<file path="src/rtl/module_mem_arbiter.sv">
// Two-master, single-port memory arbiter for the multicycle processor.
// Master 0 is the processor memory interface and master 1 is the loader or
// peripheral master. One transaction is in flight at a time, the fixed
// memory read latency is honoured, and the winning master gets a one-cycle
// acknowledge.
//
// Handshake: a master raises req with stable we/addr/wdata and holds req
// until it sees ack=1 for one cycle. Its rdata is valid during that ack
// cycle. The request is latched on grant, so later input changes (including
// an early req drop) do not affect the transaction in flight.
module module_mem_arbiter #(
    parameter int ADDR_W      = 32,
    parameter int DATA_W      = 32,
    parameter int MEM_LATENCY = 1
) (
    input  logic              clk_i,
    input  logic              rst_i,
    input  logic              m0_req_i,
    input  logic              m0_we_i,
    input  logic [ADDR_W-1:0] m0_addr_i,
    input  logic [DATA_W-1:0] m0_wdata_i,
    output logic [DATA_W-1:0] m0_rdata_o,
    output logic              m0_ack_o,
    input  logic              m1_req_i,
    input  logic              m1_we_i,
    input  logic [ADDR_W-1:0] m1_addr_i,
    input  logic [DATA_W-1:0] m1_wdata_i,
    output logic [DATA_W-1:0] m1_rdata_o,
    output logic              m1_ack_o,
    output logic              mem_en_o,
    output logic              mem_we_o,
    output logic [ADDR_W-1:0] mem_addr_o,
    output logic [DATA_W-1:0] mem_wdata_o,
    input  logic [DATA_W-1:0] mem_rdata_i,
    output logic              busy_o,
    output logic              owner_o,
    output logic [1:0]        dbg_state_o
);

    typedef enum logic [1:0] {
        ST_IDLE  = 2'd0,
        ST_ISSUE = 2'd1,
        ST_WAIT  = 2'd2,
        ST_ACK   = 2'd3
    } state_t;

    // The WAIT counter reaches zero in the cycle the read data is valid.
    localparam logic [2:0] LAT_LOAD = 3'(MEM_LATENCY - 1);

    state_t              state_q, state_d;
    logic                owner_q, owner_d;
    logic                last_q, last_d;
    logic                we_q, we_d;
    logic [ADDR_W-1:0]   addr_q, addr_d;
    logic [DATA_W-1:0]   wdata_q, wdata_d;
    logic [2:0]          cnt_q, cnt_d;
    logic [DATA_W-1:0]   rdata0_q, rdata0_d;
    logic [DATA_W-1:0]   rdata1_q, rdata1_d;
    logic                grant;

    // State and datapath registers; last_served resets to 1 so master 0 wins the first tie.
    always_ff @(posedge clk_i or negedge rst_i) begin
        if (!rst_i) begin
            state_q  <= ST_IDLE;
            owner_q  <= 1'b0;
            last_q   <= 1'b1;
            we_q     <= 1'b0;
            addr_q   <= '0;
            wdata_q  <= '0;
            cnt_q    <= '0;
            rdata0_q <= '0;
            rdata1_q <= '0;
        end else begin
            state_q  <= state_d;
            owner_q  <= owner_d;
            last_q   <= last_d;
            we_q     <= we_d;
            addr_q   <= addr_d;
            wdata_q  <= wdata_d;
            cnt_q    <= cnt_d;
            rdata0_q <= rdata0_d;
            rdata1_q <= rdata1_d;
        end
    end

    // Next-state logic: arbitration, request latching, latency count and read capture.
    always_comb begin
        state_d  = state_q;
        owner_d  = owner_q;
        last_d   = last_q;
        we_d     = we_q;
        addr_d   = addr_q;
        wdata_d  = wdata_q;
        cnt_d    = cnt_q;
        rdata0_d = rdata0_q;
        rdata1_d = rdata1_q;
        grant    = 1'b0;
        case (state_q)
            ST_IDLE: begin
                if (m0_req_i || m1_req_i) begin
                    // On a tie the master that was not served last wins.
                    grant   = (m0_req_i && m1_req_i) ? ~last_q : m1_req_i;
                    owner_d = grant;
                    last_d  = grant;
                    we_d    = grant ? m1_we_i    : m0_we_i;
                    addr_d  = grant ? m1_addr_i  : m0_addr_i;
                    wdata_d = grant ? m1_wdata_i : m0_wdata_i;
                    state_d = ST_ISSUE;
                end
            end
            ST_ISSUE: begin
                if (we_q) begin
                    state_d = ST_ACK;
                end else begin
                    cnt_d   = LAT_LOAD;
                    state_d = ST_WAIT;
                end
            end
            ST_WAIT: begin
                if (cnt_q == 3'd0) begin
                    if (owner_q) begin
                        rdata1_d = mem_rdata_i;
                    end else begin
                        rdata0_d = mem_rdata_i;
                    end
                    state_d = ST_ACK;
                end else begin
                    cnt_d = cnt_q - 3'd1;
                end
            end
            ST_ACK: begin
                state_d = ST_IDLE;
            end
            default: begin
                state_d = ST_IDLE;
            end
        endcase
    end

    // Outputs decoded from registered state so reset clears strobes and acks immediately.
    always_comb begin
        mem_en_o    = (state_q == ST_ISSUE);
        mem_we_o    = we_q;
        mem_addr_o  = addr_q;
        mem_wdata_o = wdata_q;
        m0_ack_o    = (state_q == ST_ACK) && !owner_q;
        m1_ack_o    = (state_q == ST_ACK) && owner_q;
        m0_rdata_o  = rdata0_q;
        m1_rdata_o  = rdata1_q;
        busy_o      = (state_q != ST_IDLE);
        owner_o     = owner_q;
        dbg_state_o = state_q;
    end

endmodule

</file>
<file path="config.mk">
export PLATFORM = sky130hd
export DESIGN_NAME = module_mem_arbiter
export DESIGN_NICKNAME = d
export VERILOG_FILES = /design/src/rtl/module_mem_arbiter.sv
export SDC_FILE = /design/constraint.sdc
export NUM_CORES = 1
export LEC_CHECK = 0
export CAP_MARGIN = 10
export CELL_PAD_IN_SITES_DETAIL_PLACEMENT = 1
export CELL_PAD_IN_SITES_GLOBAL_PLACEMENT = 1
export CORE_ASPECT_RATIO = 0.8
export CORE_MARGIN = 2
export CORE_UTILIZATION = 31
export DETAILED_ROUTE_END_ITERATION = 16
export PLACE_DENSITY = 0.88
export SLEW_MARGIN = 5
export SYNTH_ARGS = -nofsm -noshare
export SYNTH_HDL_FRONTEND = slang
export SYNTH_SLANG_ARGS = --single-unit
</file>
<file path="constraint.sdc">
create_clock -name clk_i -period 2.8 [get_ports clk_i]
set_clock_uncertainty 0.05 [all_clocks]
set_input_delay 0.56 -clock clk_i [delete_from_list [all_inputs] [get_ports clk_i]]
set_output_delay 0.56 -clock clk_i [all_outputs]
set_load 0.01 [all_outputs]
</file>
**Word level (Yosys, flattened, before mapping)**

Cells that the tools add are included.

- Register bits after elaboration: 136
- Input port bits: 166
- Output and inout port bits: 136
- Logic and storage cells: 44

- Add/sub/neg operators: 1
- Eq/ne operators: 7
- Multiplexer cells: 11
- Bitwise logic cells: 2
- Reductions and logical operators: 14

Operators with widths:

| kind | number |
|---|---|
| $mux W32 | 2 |
| $reduce_and A3 Y1 | 3 |
| $ne A2 B2 Y1 const B | 4 |
| $pmux W2 S4 | 1 |
| $mux W3 | 2 |
| $pmux W3 S2 | 1 |
| $eq A2 B2 Y1 const B | 2 |
| $mux W2 | 2 |
| $reduce_and A2 Y1 | 2 |
| $reduce_bool A2 Y1 | 2 |
| $logic_and A1 B1 Y1 | 3 |
| $logic_not A3 Y1 | 1 |
| $mux W1 | 3 |
| $sub A3 B1 Y3 const B | 1 |
| $eq A2 B1 Y1 const B | 1 |
| $logic_not A2 Y1 | 1 |
| $not A1 Y1 | 2 |
| $logic_not A1 Y1 | 1 |
| $logic_or A1 B1 Y1 | 1 |

**Logic depth before layout (Yosys ltp)**

- Depth in word-level cells: 3
- Mapped depth: 7
- Mapped depth without buffers: 6

**Least setup slack after synthesis**

No wires, ideal clock.

- Path kind: register -> register
- Start: reg state_q[0], in the netlist dbg_state_o[0]
- End: reg cnt_q[1]
- Library setup time: 0.133 ns
- Arrival: 1.517 ns
- Required time: 2.617 ns
- Path slack: 1.100 ns
- Stages on the path, launching flop included: 6
- Path buffers: 0
- Period minus slack after synthesis: 1.700 ns
- Cells stage by stage: dfrtp_1 inv_1 ha_1 a21boi_0 a21boi_0 o22ai_1

- Longest elaborated chain between the ends: 3
- Elaborated cells between the ends (all ways): 7
- Classes of those cells: 4 x eq/ne; 1 x mux; 2 x reduce/logical

Ends and longest elaborated chain:

| element | RTL line | RTL |
|---|---|---|
| start: declaration | 50 | `state_t state_q, state_d;` |
| start signal: assignment | 74 | `state_q <= state_d;` |
| $eq A2 B2 Y1 / $eq A2 B1 Y1 (equally long branches) | 98 | `case (state_q)` |
| $ne A2 B2 Y1 (no line) / $reduce_bool A2 Y1 (equally long branches) | - |  |
| $reduce_and A3 Y1 (no line) | - |  |
| end signal: assignment | 80 | `cnt_q <= cnt_d;` |
| end: declaration | 56 | `logic [2:0] cnt_q, cnt_d;` |

Parallel ways exist; a longest one is shown, timed or not.
A chain may end at the register's enable or synchronous reset.

**Final worst setup path**

- Start: reg state_q[0], in the netlist dbg_state_o[0]
- End: out busy_o

- Longest elaborated chain between the ends: 1

Ends and longest elaborated chain:

| element | RTL line | RTL |
|---|---|---|
| $reduce_bool A2 Y1 | 150 | `busy_o = (state_q != ST_IDLE);` |
| end: declaration | 35 | `output logic busy_o,` |

No other way between the ends.

==> reports/metrics.yaml <==
grt_pass1_vias: 5583
cp_max_fo: 7
regToRegStartpoint: "dbg_state_o[1]"
rsz0062_at_grt: "false"
slew_violations: 0
vias_per_cell: 4.78
clockBufferDepth: 2
clkLatencyLatePin_ps: 410
clkSinkCount: 136
dp_hpwl_um: 14100
drive_above_1_share_pct: 13.3
synth_area_sq_um: 5750
worst_slack_ps: 194
relSlewSlack_pct: 47.0
num_rows: 44
p_leak_nw: 4.03
r2r_end: "cnt_q[1]"
mostFrequentLayoutCell: "clkdlybuf4s50_1"
syn_inst: 536
ys_seq_elements: 136
dr.pass1.iters: 4
grt_antenna_before_repair: 0
area_growth_pct: 67.3
postCtsSetupBuffers: 0
final_cells: 1074
postRouteAntennaNets: 0
p_int_mw: 7.25
avgSynthCellArea_sq_um: 10.7
gp_congestion: 0.751
root_buffer: "clkbuf_16"
die_w_um: 156
holdCritPathClass: "input pin to async pin"
setup_violations: 0
cp-end-kind: "output port"
layout_common_cells: "300 x clkdlybuf4s50_1, 135 x dfrtp_1, 132 x a21oi_1"
syn_nets: 709
core_region_area_sq_um: 18200
setup_tns_ps: 0
cts_hold_buf: 0
numCtsBuffers: 17
cts_tree: "done"
cts_resized: 0
peakVddDrop_uv: 505
cp-start-kind: "flop"
pwr-share-comb_pct: 47.2
dp_cells: 1042
drtIter0Drc: 204
yosysSeqAreaShare_pct: 59.2
remaining_drc_errors: 0
cap_violations: 0
routed_wl_um: 19900
hold_viol_final: 0
pwr-share-clk_pct: 20.5
synth.area.top_cells: "dfrtp_1 59%, mux2_2 13%, a21oi_1 11%, nand2_1 4.4%, nor2_1 4.4%"
min_period_ps: 2610
cts_max_level: 4
worst_slew_pin_slew_ps: 795
pin_count: 302
synthArstFlopShare_pct: 100
p_total_mw: 11.0
antennaDiodeCount: 0
numPortBuffers: 301
max_freq_mhz: 384
place_ws_ps: 594
grt_overflow: 0
p_sw_mw: 3.76
synth_edf_count: 0
path_clk_slew_ps: 60
grt_util_all_layers_pct: 19.9
p_per_area_nw_per_um2: 1140
ff2ff_setup_slack_ps: 790
num_vias: 5137
yosysTopAreaCell: "dfrtp_1"
cp.arrival_ps: 2000
yosysWarningCount: 0
critPathKind: "flop to output port"
post-route-period-util_pct: 93.1
p_sw_share_pct: 34.1
crit_required_ps: 2190
fin_nets: 1004
synth_top_area_share_pct: 58.8
dieArea_sq_um: 19700
fin_util_pct: 52.9
grt_max_degree: 137
die_h_um: 126
grt_pass1_wl_um: 30300
wl_per_cell_um: 18.5
worstRegToRegCells: 5
dominantRegCellSynth: "dfrtp_1"
initial_core_util_pct: 31.6
status: "finished, final reports clean"
yosysUniqueCellTypes: 27
p_seq_share_pct: 32.3
==> metrics by stage <==
| stage | hold slack, ps | instance area [sq um] |
|---|---|---|
| floorplan | 214 | 5750 |
| global placement | 435 | 9010 |
| detailed placement | 444 | 9010 |
| CTS | 246 | 9610 |
| global route | 212 | 9610 |
| finish | 166 | 9610 |
==> registers in the layout, indices dropped and copies added (netlist names) <==
register / count
mem_we_o: 1
m0_rdata_o: 32
dbg_state_o: 2
owner_o: 1
m1_rdata_o: 32
mem_addr_o: 32
cnt_q: 3
mem_wdata_o: 32
last_q: 1
==> cell usage after synthesis, types with 3 or more instances <==
library cell  count
buf_2            21
nor2_1           67
a21oi_1         132
inv_1             6
dfrtp_1         135
nand2_1          67
clkbuf_1          5
nand3_1           3
buf_4             8
mux2_2           65
ha_1              7
==> power groups by stage <==
stage          sequential (mW)  combinational (mW)  clock, mW
6_report                  3.56                5.20       2.25
2_1_floorplan             3.95                1.87          0
5_1_grt                   3.66                5.60       2.40
3_5_place_dp              3.58                5.24          0
4_1_cts                   3.57                5.28       2.32
3_3_place_gp              3.50                5.07          0
==> cell families after synthesis <==
kind of cell    Yosys count  synth area share [%]
compound gates          146                  13.3
flops                   136                  59.2
buf+inv                  40                  3.59
mux                      65                  12.7
fa+ha+maj                 7                  1.52
simple gates            142                  9.62
==> layer usage <==
layer	up-vias	share of wire, %	global-route usage (%)
met1	2539	41	23.0
met5	-	0	0
met2	171	51	35.7
met4	0	1.4	5.02
li1	2410	-	-
met3	17	7.1	6.40
==> critical path: stages (launching register included) <==
cell and delay (ps):
dfrtp_1 440, inv_1 150, ha_1 370, inv_1 110, clkdlybuf4s50_1 530
==> worst max path at each step <==
stage                        start         endpoint  slack, ps  depth (start not counted)
finish              dbg_state_o[0]           busy_o        190                          4
global route        dbg_state_o[0]           busy_o         70                          4
CTS                 dbg_state_o[0]           busy_o        150                          4
detailed placement        m1_req_i  mem_wdata_o[24]        590                          5
global placement    dbg_state_o[0]           busy_o        630                          4
floorplan           dbg_state_o[0]         cnt_q[1]       1100                          5
==> layout make-up <==
cell class | count | area [sq um]
multi-input cells | 360 | 2160
clock buffers | 19 | 453
inverters | 6 | 22.5
clock inverters | 13 | 144
flip-flops and latches | 136 | 3400
repair buffers | 310 | 3140
fillers | 1962 | 8560
well taps | 230 | 288
No activity file was read; power rests on OpenSTA's default activity.
==> variant 1, RTL diff (same settings) <==
The parameter `DATA_W` goes from 32 to 16.
--- a/src/rtl/module_mem_arbiter.sv
+++ b/src/rtl/module_mem_arbiter.sv
@@ -11,5 +11,5 @@
 module module_mem_arbiter #(
     parameter int ADDR_W      = 32,
-    parameter int DATA_W      = 32,
+    parameter int DATA_W      = 16,
     parameter int MEM_LATENCY = 1
 ) (
Ports: changed (6 resized); port bits go from 302 to 206. The function was not compared with the original's and may differ.
==> variant 1 against the unedited design <==
Critical path depth did not move. Sequential cell count decreased by 48. Worst setup slack better by 48 ps. Cell area shrank 34%. Power shrank 37%. Worst hold slack got worse by 31 ps. Wire length down 31%. Clock power fell by 46%. Area after synthesis decreased by 33%. Via count down 29%. Critical path type unchanged. Critical endpoint unchanged. Largest power group unchanged.
==> variant 1: results (changes against the unedited design) <==
[status]
status = finished, final reports clean

[placed_design]
placed_area_mm2 = 0.006075  ; -33%
port_buffers = 205  ; -32%
hpwl_mm = 10.20  ; -27%
routabilityCongestion = 0.7825  ; +4.2%

[routing]
routed_via_density = 4.953  ; +3.5%
m1WireLength_mm = 5.665  ; -30%
met2_length_mm = 7.067  ; -30%
wl_per_cell_um = 18.52  ; +0.13%
drtIter0Drc = 148  ; -27%
routed.top_layer = met4
wl_met3_um = 699  ; -50%

[layout]
drive_above_1_share_pct = 10.90  ; -2.4 points
buffers_excl_clock = 213  ; -31%
seq_share_pct = 34.58  ; -0.84 points
clkCellAreaFrac_pct = 4.673  ; -1.5 points
buffer_area_share_pct = 33.50  ; +0.78 points
multiInputGateArea_mm2 = 0.001524  ; -29%
n_fill_cell = 1357  ; -31%
diodes = 0  ; unchanged
final_nets = 707  ; -30%
area_growth_pct = 65.25
nClkBuffers = 10  ; -9
multi_input_cells = 264  ; -27%

[synth]
synth_commonest_cells = 100 x a21oi_1, 87 x dfrtp_1, 51 x nand2_1, 51 x nor2_1, 33 x mux2_2
synth_warnings = 0  ; unchanged
synth_compound_area_share_pct = 15.74  ; +2.5 points
synth-seq-cells = 88  ; -35%
async_flop_share_pct = 100.0  ; unchanged
synth.distinct_cells = 31  ; +15%
synthAdderAreaFrac_pct = 2.271  ; +0.75 points
synth_area_leaders = dfrtp_1 56%, a21oi_1 13%, mux2_2 9.6%
ys_seq_area_share_pct = 57.14  ; -2.1 points
syn_inst = 382  ; -29%
synth-xor-area-share_pct = 0  ; unchanged
synth.area.mux_share_pct = 9.637  ; -3.1 points
syn_nets = 507  ; -28%

[global_route]
grt_usage_pct = 21.10  ; +1.2 points
grt_max_degree = 54  ; -61%
use_met1_pct = 25.63  ; +2.6 points
grt_pass1_vias = 4051  ; -27%
grt_pass1_wl_mm = 22.08  ; -27%
met3_usage_pct = 4.287  ; -2.1 points
grtUsageMet2_pct = 37.68  ; +2.0 points

[worst_setup_path]
worst_r2r_path_depth = 5  ; unchanged
cp_max_fo = 7  ; unchanged
slowest_stage = clkdlybuf4s50_1
slowest_delay_ps = 550  ; +20 ps

[floorplanning]
dieArea_mm2 = 0.01335  ; -32%

[pwr]
p_leak_nw = 2.669  ; -34%
ir_drop_mv = 0.3494  ; -31%
sw_frac_of_total_pct = 35.42  ; +1.3 points

[clock_network]
insertion_delay_ps = 330  ; -80 ps
numCtsBuffers = 9  ; -8
post_cts_buffers = 0  ; unchanged
h-tree-depth = 3  ; -1
root_buffer = clkbuf_16

[sta]
worstMarginPinSlew_ps = 578.2  ; -216.5 ps

variant 1: cell types whose count changed after synthesis, moves of 5 or more:
cell / change
mux2_2: -32
buf_4: -5
nand2_1: -16
buf_2: -10
nor2_1: -16
dfrtp_1: -48
a21oi_1: -32
variant 1: through the flow:
step / hold WS (ps) / cells / worst slack [ps] / total power [mW]
6_report: 135.0 / 739 / 242.1 / 6.968
5_1_grt: 162.9 / 739 / 117.0 / 7.455
4_1_cts: 159.5 / 739 / 220.1 / 7.055
3_5_place_dp: 446.2 / 723 / 477.6 / 5.800
3_3_place_gp: 437.9 / 723 / 615.1 / 5.611
2_1_floorplan: 214.4 / 382 / 1100 / 3.828
variant 1: power by group through the flow:
stage          Sequential (mW)  Clock [mW]  Combinational [mW]
2_1_floorplan             2.55           0                1.28
4_1_cts                   2.31        1.24                3.50
3_3_place_gp              2.27           0                3.34
6_report                  2.31        1.21                3.45
5_1_grt                   2.40        1.31                3.75
3_5_place_dp              2.32           0                3.48
==> variant 2, RTL diff (config.mk and constraints unchanged) <==
Without the edit above. Make the reset (`rst_i`) synchronous in one clocked block.
--- a/src/rtl/module_mem_arbiter.sv
+++ b/src/rtl/module_mem_arbiter.sv
@@ -60,5 +60,5 @@
 
     // State and datapath registers; last_served resets to 1 so master 0 wins the first tie.
-    always_ff @(posedge clk_i or negedge rst_i) begin
+    always_ff @(posedge clk_i) begin
         if (!rst_i) begin
             state_q  <= ST_IDLE;
Check against the original RTL: differs if rst_i is asserted again (counterexample within 4 cycles, from zero or initial values and one cycle with rst_i low); with rst_i held inactive, the same outputs for 4 cycles.
==> variant 2 against the unedited design <==
Sequential cell count stayed put. Via count is 17% higher. Area after synthesis is 3.3% lower. Power is 25% lower. Synthesized cell count is 29% higher. First-iteration DRC count is 32% higher. Critical path type unchanged. Worst setup slack better by 63 ps. Cell area is 2.2% lower. Wire length is 10% higher. Worst hold slack better by 240 ps.
==> variant 2: results (changes against the unedited design) <==
[worst_setup_path]
rr_startpoint = cnt_q[0]
reg2reg_setup_slack_ps = 900  ; +110 ps
crit_arrival_ps = 1930  ; -70 ps
cp-startpoint = dbg_state_o[0]

[synth]
synth_commonest_cells = 198 x nand2_1, 136 x dfxtp_1, 131 x a21oi_1
syn_nets = 867  ; +22%
synth_area_leaders = dfxtp_1 49%, nand2_1 13%, a21oi_1 12%
synth.distinct_cells = 32  ; +19%
async_flop_share_pct = 0  ; -100 points
avgSynthCellArea_um2 = 8.007  ; -25%

[pwr]
p_leak_nw = 3.539  ; -12%
sw_frac_of_total_pct = 33.84  ; -0.31 points
seq_power_share_pct = 32.0  ; -0.3 points
cellInternalPower_mw = 5.428  ; -25%
p_clk_mw = 2.48  ; +10%

[placed_design]
placed_area_mm2 = 0.008752  ; -2.9%
routabilityCongestion = 0.8065  ; +7.3%
place_ws_ps = 625.0  ; +31.37 ps

[worst_hold_path]
min_path_type = reg2reg

[layout]
instances_no_fill = 1210  ; +13%
fin_util_pct = 53.91  ; +1.0 points
buffer_area_share_pct = 34.03  ; +1.3 points
multi_input_area_share_pct = 26.89  ; +4.5 points
drive_above_1_share_pct = 5.482  ; -7.8 points
final_nets = 1145  ; +14%
clkCellAreaFrac_pct = 6.870  ; +0.66 points
buffers_excl_clock = 316  ; +1.9%

[routing]
drtIter0Drc = 269  ; +32%
firstDrtPassIters = 5  ; +1
routed_via_density = 4.973  ; +4.0%

[sta]
holdWs_ps = 400.8  ; +235.0 ps
min_period_ps = 2543  ; -63.36 ps

[global_route]
grt_pass1_vias = 6470  ; +16%
grt_max_degree = 55  ; -60%
grt_pass1_wl_mm = 34.31  ; +13%

[status]
status = finished, final reports clean

variant 2: cell families after synthesis:
logic type / count (synthesis) / synth area share [%]
AOI/OAI and AO/OA: 273 / 28.24
and+or+nand+nor: 214 / 15.13
DFF: 136 / 49.00
buffers and inverters: 63 / 5.877
adders and majority gates: 7 / 1.576
muxes: 1 / 0.1801
variant 2: worst reg2reg max path, cell delays in order, from the launching register on:
cell and delay (ps):
dfxtp_1 310, inv_1 80, ha_1 150, ha_1 250, nand3_1 440, buf_12 340, nand2_1 100, a21boi_1 70
variant 2: how the worst max path moves through the flow:
stage                       to  cells after the start
2_1_floorplan   mem_addr_o[11]                      7
3_3_place_gp   mem_wdata_o[27]                      5
3_5_place_dp     mem_addr_o[3]                      5
4_1_cts                 busy_o                      4
5_1_grt                 busy_o                      4
6_report                busy_o                      4
variant 2: routing by layer:
metal	vias to the layer above	GRT usage, %	wire, µm
met3	34	8.281	1762
li1	2895	-	-
met1	2880	26.55	9039
met5	-	0	0
met2	208	39.31	10540
met4	0	8.257	561
